### src/rtl/spi_ram_pkg.sv
`default_nettype none
// ============================================================================
// Module   : spi_ram_pkg
// Purpose  : Opcodes, frame geometry and FSM states shared by the SPI RAM
//            master, slave and bench.
// Revision : 1.0
// ============================================================================
package spi_ram_pkg;

    localparam logic [1:0] OP_WR_ADDR = 2'b00;
    localparam logic [1:0] OP_WR_DATA = 2'b01;
    localparam logic [1:0] OP_RD_ADDR = 2'b10;
    localparam logic [1:0] OP_RD_DATA = 2'b11;

    localparam int WORD_W    = 10;
    localparam int DATA_W    = 8;
    localparam int SHIFT_LEN = 10;
    localparam int RECV_LEN  = 8;

    typedef enum logic [2:0] {
        ST_IDLE  = 3'd0,
        ST_START = 3'd1,
        ST_CMD   = 3'd2,
        ST_SHIFT = 3'd3,
        ST_WAIT  = 3'd4,
        ST_RECV  = 3'd5,
        ST_DONE  = 3'd6
    } state_t;

endpackage
`default_nettype wire

### src/rtl/spi_ram_master.sv
`default_nettype none
// ============================================================================
// Module   : spi_ram_master
// Purpose  : Host-side SPI master for the 10-bit command / 8-bit response
//            RAM slave protocol; SPI bit clock is the system clock.
// Revision : 1.0
// ============================================================================
module spi_ram_master
    import spi_ram_pkg::*;
#(
    parameter int RD_WAIT = 2    // legal range 0..7
) (
    input  logic              clk,
    input  logic              rst,
    input  logic              cmd_valid,
    output logic              cmd_ready,
    input  logic [WORD_W-1:0] cmd_data,
    output logic              rd_valid,
    output logic [DATA_W-1:0] rd_data,
    output logic              busy,
    output logic              SS_n,
    output logic              MOSI,
    input  logic              MISO
);

    localparam logic [3:0] c_shift_last = 4'(SHIFT_LEN - 1);
    localparam logic [3:0] c_wait_last  = 4'((RD_WAIT > 0) ? (RD_WAIT - 1) : 0);
    localparam logic [3:0] c_recv_last  = 4'(RECV_LEN - 1);

    state_t              r_state;
    state_t              w_state_next;
    logic [3:0]          r_cnt;
    logic [WORD_W-1:0]   r_word;
    logic [1:0]          r_op;
    logic [DATA_W-1:0]   r_rx;
    logic                w_accept;
    logic                w_ss_n_next;
    logic                w_mosi_next;
    logic                w_rd_done;

    always_ff @(posedge clk or posedge rst) begin
        if (rst) begin
            r_state <= ST_IDLE;
        end else begin
            r_state <= w_state_next;
        end
    end

    // Outputs are registered from the next state so every pin changes
    // exactly at the edge that enters the corresponding state.
    always_comb begin
        w_accept     = (r_state == ST_IDLE) && cmd_valid && cmd_ready;
        w_state_next = r_state;
        w_ss_n_next  = 1'b1;
        w_mosi_next  = 1'b0;
        w_rd_done    = 1'b0;

        case (r_state)
            ST_IDLE:  if (w_accept) w_state_next = ST_START;
            ST_START: w_state_next = ST_CMD;
            ST_CMD:   w_state_next = ST_SHIFT;
            ST_SHIFT: begin
                if (r_cnt == c_shift_last) begin
                    if (r_op != OP_RD_DATA) begin
                        w_state_next = ST_DONE;
                    end else if (RD_WAIT == 0) begin
                        w_state_next = ST_RECV;
                    end else begin
                        w_state_next = ST_WAIT;
                    end
                end
            end
            ST_WAIT:  if (r_cnt == c_wait_last) w_state_next = ST_RECV;
            ST_RECV:  if (r_cnt == c_recv_last) w_state_next = ST_DONE;
            ST_DONE:  w_state_next = ST_IDLE;
            default:  w_state_next = ST_IDLE;
        endcase

        w_ss_n_next = (w_state_next == ST_IDLE) || (w_state_next == ST_DONE);

        // The word only starts shifting once SHIFT is running, so the first
        // SHIFT bit repeats the CMD bit (word[9]).
        case (w_state_next)
            ST_CMD:   w_mosi_next = r_word[WORD_W-1];
            ST_SHIFT: w_mosi_next = (r_state == ST_SHIFT) ? r_word[WORD_W-2]
                                                          : r_word[WORD_W-1];
            default:  w_mosi_next = 1'b0;
        endcase

        w_rd_done = (r_state == ST_RECV) && (w_state_next == ST_DONE);
    end

    always_ff @(posedge clk or posedge rst) begin
        if (rst) begin
            cmd_ready <= 1'b0;
            busy      <= 1'b0;
            SS_n      <= 1'b1;
            MOSI      <= 1'b0;
            rd_valid  <= 1'b0;
            rd_data   <= '0;
            r_cnt     <= '0;
            r_word    <= '0;
            r_op      <= OP_WR_ADDR;
            r_rx      <= '0;
        end else begin
            cmd_ready <= (w_state_next == ST_IDLE);
            busy      <= (w_state_next != ST_IDLE);
            SS_n      <= w_ss_n_next;
            MOSI      <= w_mosi_next;
            rd_valid  <= w_rd_done;

            if (w_rd_done) begin
                rd_data <= {r_rx[DATA_W-2:0], MISO};
            end

            if (r_state == ST_RECV) begin
                r_rx <= {r_rx[DATA_W-2:0], MISO};
            end

            // Cleared on entry; terminal count always forces a state change
            // first, so the counter can never wrap.
            if (w_state_next != r_state) begin
                r_cnt <= '0;
            end else if ((r_state == ST_SHIFT) || (r_state == ST_WAIT) ||
                         (r_state == ST_RECV)) begin
                r_cnt <= r_cnt + 4'd1;
            end

            if (w_accept) begin
                r_word <= cmd_data;
                r_op   <= cmd_data[WORD_W-1 -: 2];
            end else if (r_state == ST_SHIFT) begin
                r_word <= {r_word[WORD_W-2:0], 1'b0};
            end
        end
    end

endmodule
`default_nettype wire

### config.mk
export PLATFORM = sky130hd
export DESIGN_NAME = spi_ram_master
export DESIGN_NICKNAME = d
export VERILOG_FILES = /design/src/rtl/spi_ram_pkg.sv /design/src/rtl/spi_ram_master.sv
export SDC_FILE = /design/constraint.sdc
export NUM_CORES = 1
export LEC_CHECK = 0
export CORE_AREA = 2 2 60 62
export DETAILED_ROUTE_END_ITERATION = 6
export DIE_AREA = 0 0 62 64
export DONT_BUFFER_PORTS = 1
export GPL_TIMING_DRIVEN = 0
export PLACE_DENSITY = 0.69
export SETUP_SLACK_MARGIN = 0.2
export SYNTH_ARGS = -nofsm -noshare
export SYNTH_HDL_FRONTEND = slang
export SYNTH_SLANG_ARGS = --single-unit
### constraint.sdc
create_clock -name clk -period 1.6 [get_ports clk]
set_clock_uncertainty 0.2 [all_clocks]
set_input_delay 0.08 -clock clk [delete_from_list [all_inputs] [get_ports clk]]
set_output_delay 0.08 -clock clk [all_outputs]
set_load 0.05 [all_outputs]
==> flow_summary.toml <==
[job]
maxCapViolCount = 0

[die]
io_pins = 27
start_util = 0.534
die_w_um = 62
dieArea_um2 = 3970
die_h_um = 64
coreArea_um2 = 3280
rows = 21

[final_layout]
multi_input_area_um2 = 953
regArea_um2 = 982
areaGrowthSynthToFinish_pct = 42.6
antenna_cells = 0
layout-drive-gt1-share = 0.497
fillers = 196
fin_cells = 237
final_nets = 206

[timing]
slew_headroom = 0.434
setup_ws_ns = -0.236
min_period_ns = 1.84
drv_slew = 0
setup_viol = 28
whs_ns = 0.117
rsz0062_at_grt = "yes"
finalHoldViolations = 0
period_share = 1.15
clock.fmax_mhz = 545
worstMarginPinSlew_ns = 0.848

[cts]
cts_buffer_depth = 2
htreeDepth = 2
cts_sinks = 39
clock_latency_ns = 0.35
cts_tree = "built"
root_buffer = "clkbuf_4"
cts_buffers = 5
clkSlewWorstSetupHoldPaths_ns = 0.11

[power]
leakagePower_uw = 0.00112
vdd_drop_max_uv = 1010
total_power_uw = 3420
powerDensity_nw_per_um2 = 1370

[logic_synthesis]
synth_nets = 165
ys_warn_count = 0
synthFlopType = "dfrtp_1"
synth_most_common_cell = "dfrtp_1"
syn-cell-area_um2 = 1760
ys_top_cells_by_count = "dfrtp_1 (38), nand2_1 (21), mux2_2 (15)"
synth_area_leaders = "dfrtp_1 (54%), mux2_2 (9.6%), mux2i_1 (5.1%)"
synthCells = 149
synth.distinct_cells = 38
async_flop_share = 1.00
synth_top_area_cell = "dfrtp_1"
ys_ff_latch = 39
synth_edf_count = 0
seq_area_frac_synth = 0.557
synth_top_area_frac = 0.542
synth_area_per_cell_um2 = 11.8

[drt]
wirelength_um = 4310
vias = 1309
drt_iter0_drc = 49
drt-pass1-iter-count = 4
wire_per_inst_um = 18.2
ant_nets = 0
viasPerCell = 5.52
drc = 0

[critical_path]
startpoint_type = "flop"
path_max_fanout = 4
critPathKind = "flop to flop"
arrival_ns = 1.88
cp-end-kind = "flop"
required_ns = 1.65

[placed_design]
placed_cells = 196
io_buffers = 0
gp_congestion = 0.783
post-dp-hpwl_um = 2060

[global_route]
grt_util_met3 = 0.0709
grt.met2_usage = 0.346
met1_usage = 0.329
grt.overflow.total = 0
grt_max_degree = 22
grt_antenna_before_repair = 0
top_usage_layer = "met2"
track_usage = 0.237
grt_first_pass_wirelength_um = 6740
grt_pass1_vias = 1320

[status]
violations = "negative setup slack"
run_status = "finished, violations left"

[min_path]
hold_class = "input pin to flop"
-- where the power goes --
part	leakage [µW]	total (µW)	internal (µW)	switching (µW)
combinational	0.000571	1650	860	790
clock	0.0000386	564	259	305
sequential	0.000514	1200	1080	119
-- routing by layer --
| layer | vias up | wire, µm |
|---|---|---|
| met5 | - | 0 |
| met4 | 0 | 97 |
| met3 | 12 | 147 |
| met2 | 27 | 2190 |
| met1 | 661 | 1870 |
| li1 | 609 | - |
-- layout by cell type (no fill, tap or decap), drive strengths merged, types with 5 or more instances in the layout --
cell type	instances
a21oi	5
o21ai	14
nand2	21
mux2	15
buf	27
dlygate4sd3	13
nor2	7
mux2i	9
clkbuf	8
dfrtp	38
-- cell families after synthesis --
kind of cell	after synthesis	share of synthesized area
compound gates	32	0.118
fa+ha+maj	2	0.0143
simple gates	38	0.111
flops	39	0.557
buf+inv	10	0.0328
mux	24	0.148
xor+xnor	4	0.0200
-- critical path, cell delays in order (launching register included) --
cell and delay (ns):
dfrtp_2 0.46, ha_4 0.17, and4b_4 0.18, o21a_1 0.16, a211o_1 0.36, a211oi_2 0.22
-- worst paths after layout --
path | slack, ns | cells after the start | from | end
max reg2reg | -0.24 | 5 | r_cnt[0] | r_cnt[1]
max | -0.24 | 5 | r_cnt[0] | r_cnt[1]
min reg2reg | 0.33 | 1 | r_rx[6] | rd_data[7]
min in group asynchronous | 0.14 | 2 | rst | r_state[0]
max in group asynchronous | 0.45 | 3 | rst | r_cnt[0]
min | 0.12 | 4 | cmd_valid | r_cnt[0]
-- stage by stage --
stage	util	setup WS [ns]	cell area, µm²	TNS, ns
2_1_floorplan	-	-0.0238	1770	-0.199
3_3_place_gp	0.557	-0.139	1830	-2.93
3_5_place_dp	0.565	-0.173	1860	-3.28
4_1_cts	0.714	-0.132	2350	-1.28
5_1_grt	0.762	-0.302	2500	-4.72
6_report	0.762	-0.236	2500	-3.32
-- flip-flops by register name, summed over array words and instances (netlist names) --
name,count
r_state,3
r_word,10
SS_n,1
cmd_ready,1
r_op,2
rd_valid,1
MOSI,1
busy,1
r_cnt,4
r_rx,7
rd_data,8
-- final cells by class --
cell class | instances | area share
Sequential cell | 39 | 0.393
Timing Repair Buffer | 33 | 0.137
Buffer | 7 | 0.0345
Multi-Input combinational cell | 101 | 0.381
Inverter | 3 | 0.00450
Tap cell | 46 | 0.0230
Clock buffer | 8 | 0.0275
-- timing repair --
item | 4_1_cts | 5_1_grt
gates resized for setup | 54 | 32
endpoints found under the hold margin | 33 | 0
endpoints found under the setup margin | 39 | 39
hold buffers | 13 | 0
pin swaps | 22 | 8
buffers inserted | 12 | 4
gates cloned | 4 | 0
Note: power is estimated with default switching activity, not from simulation.
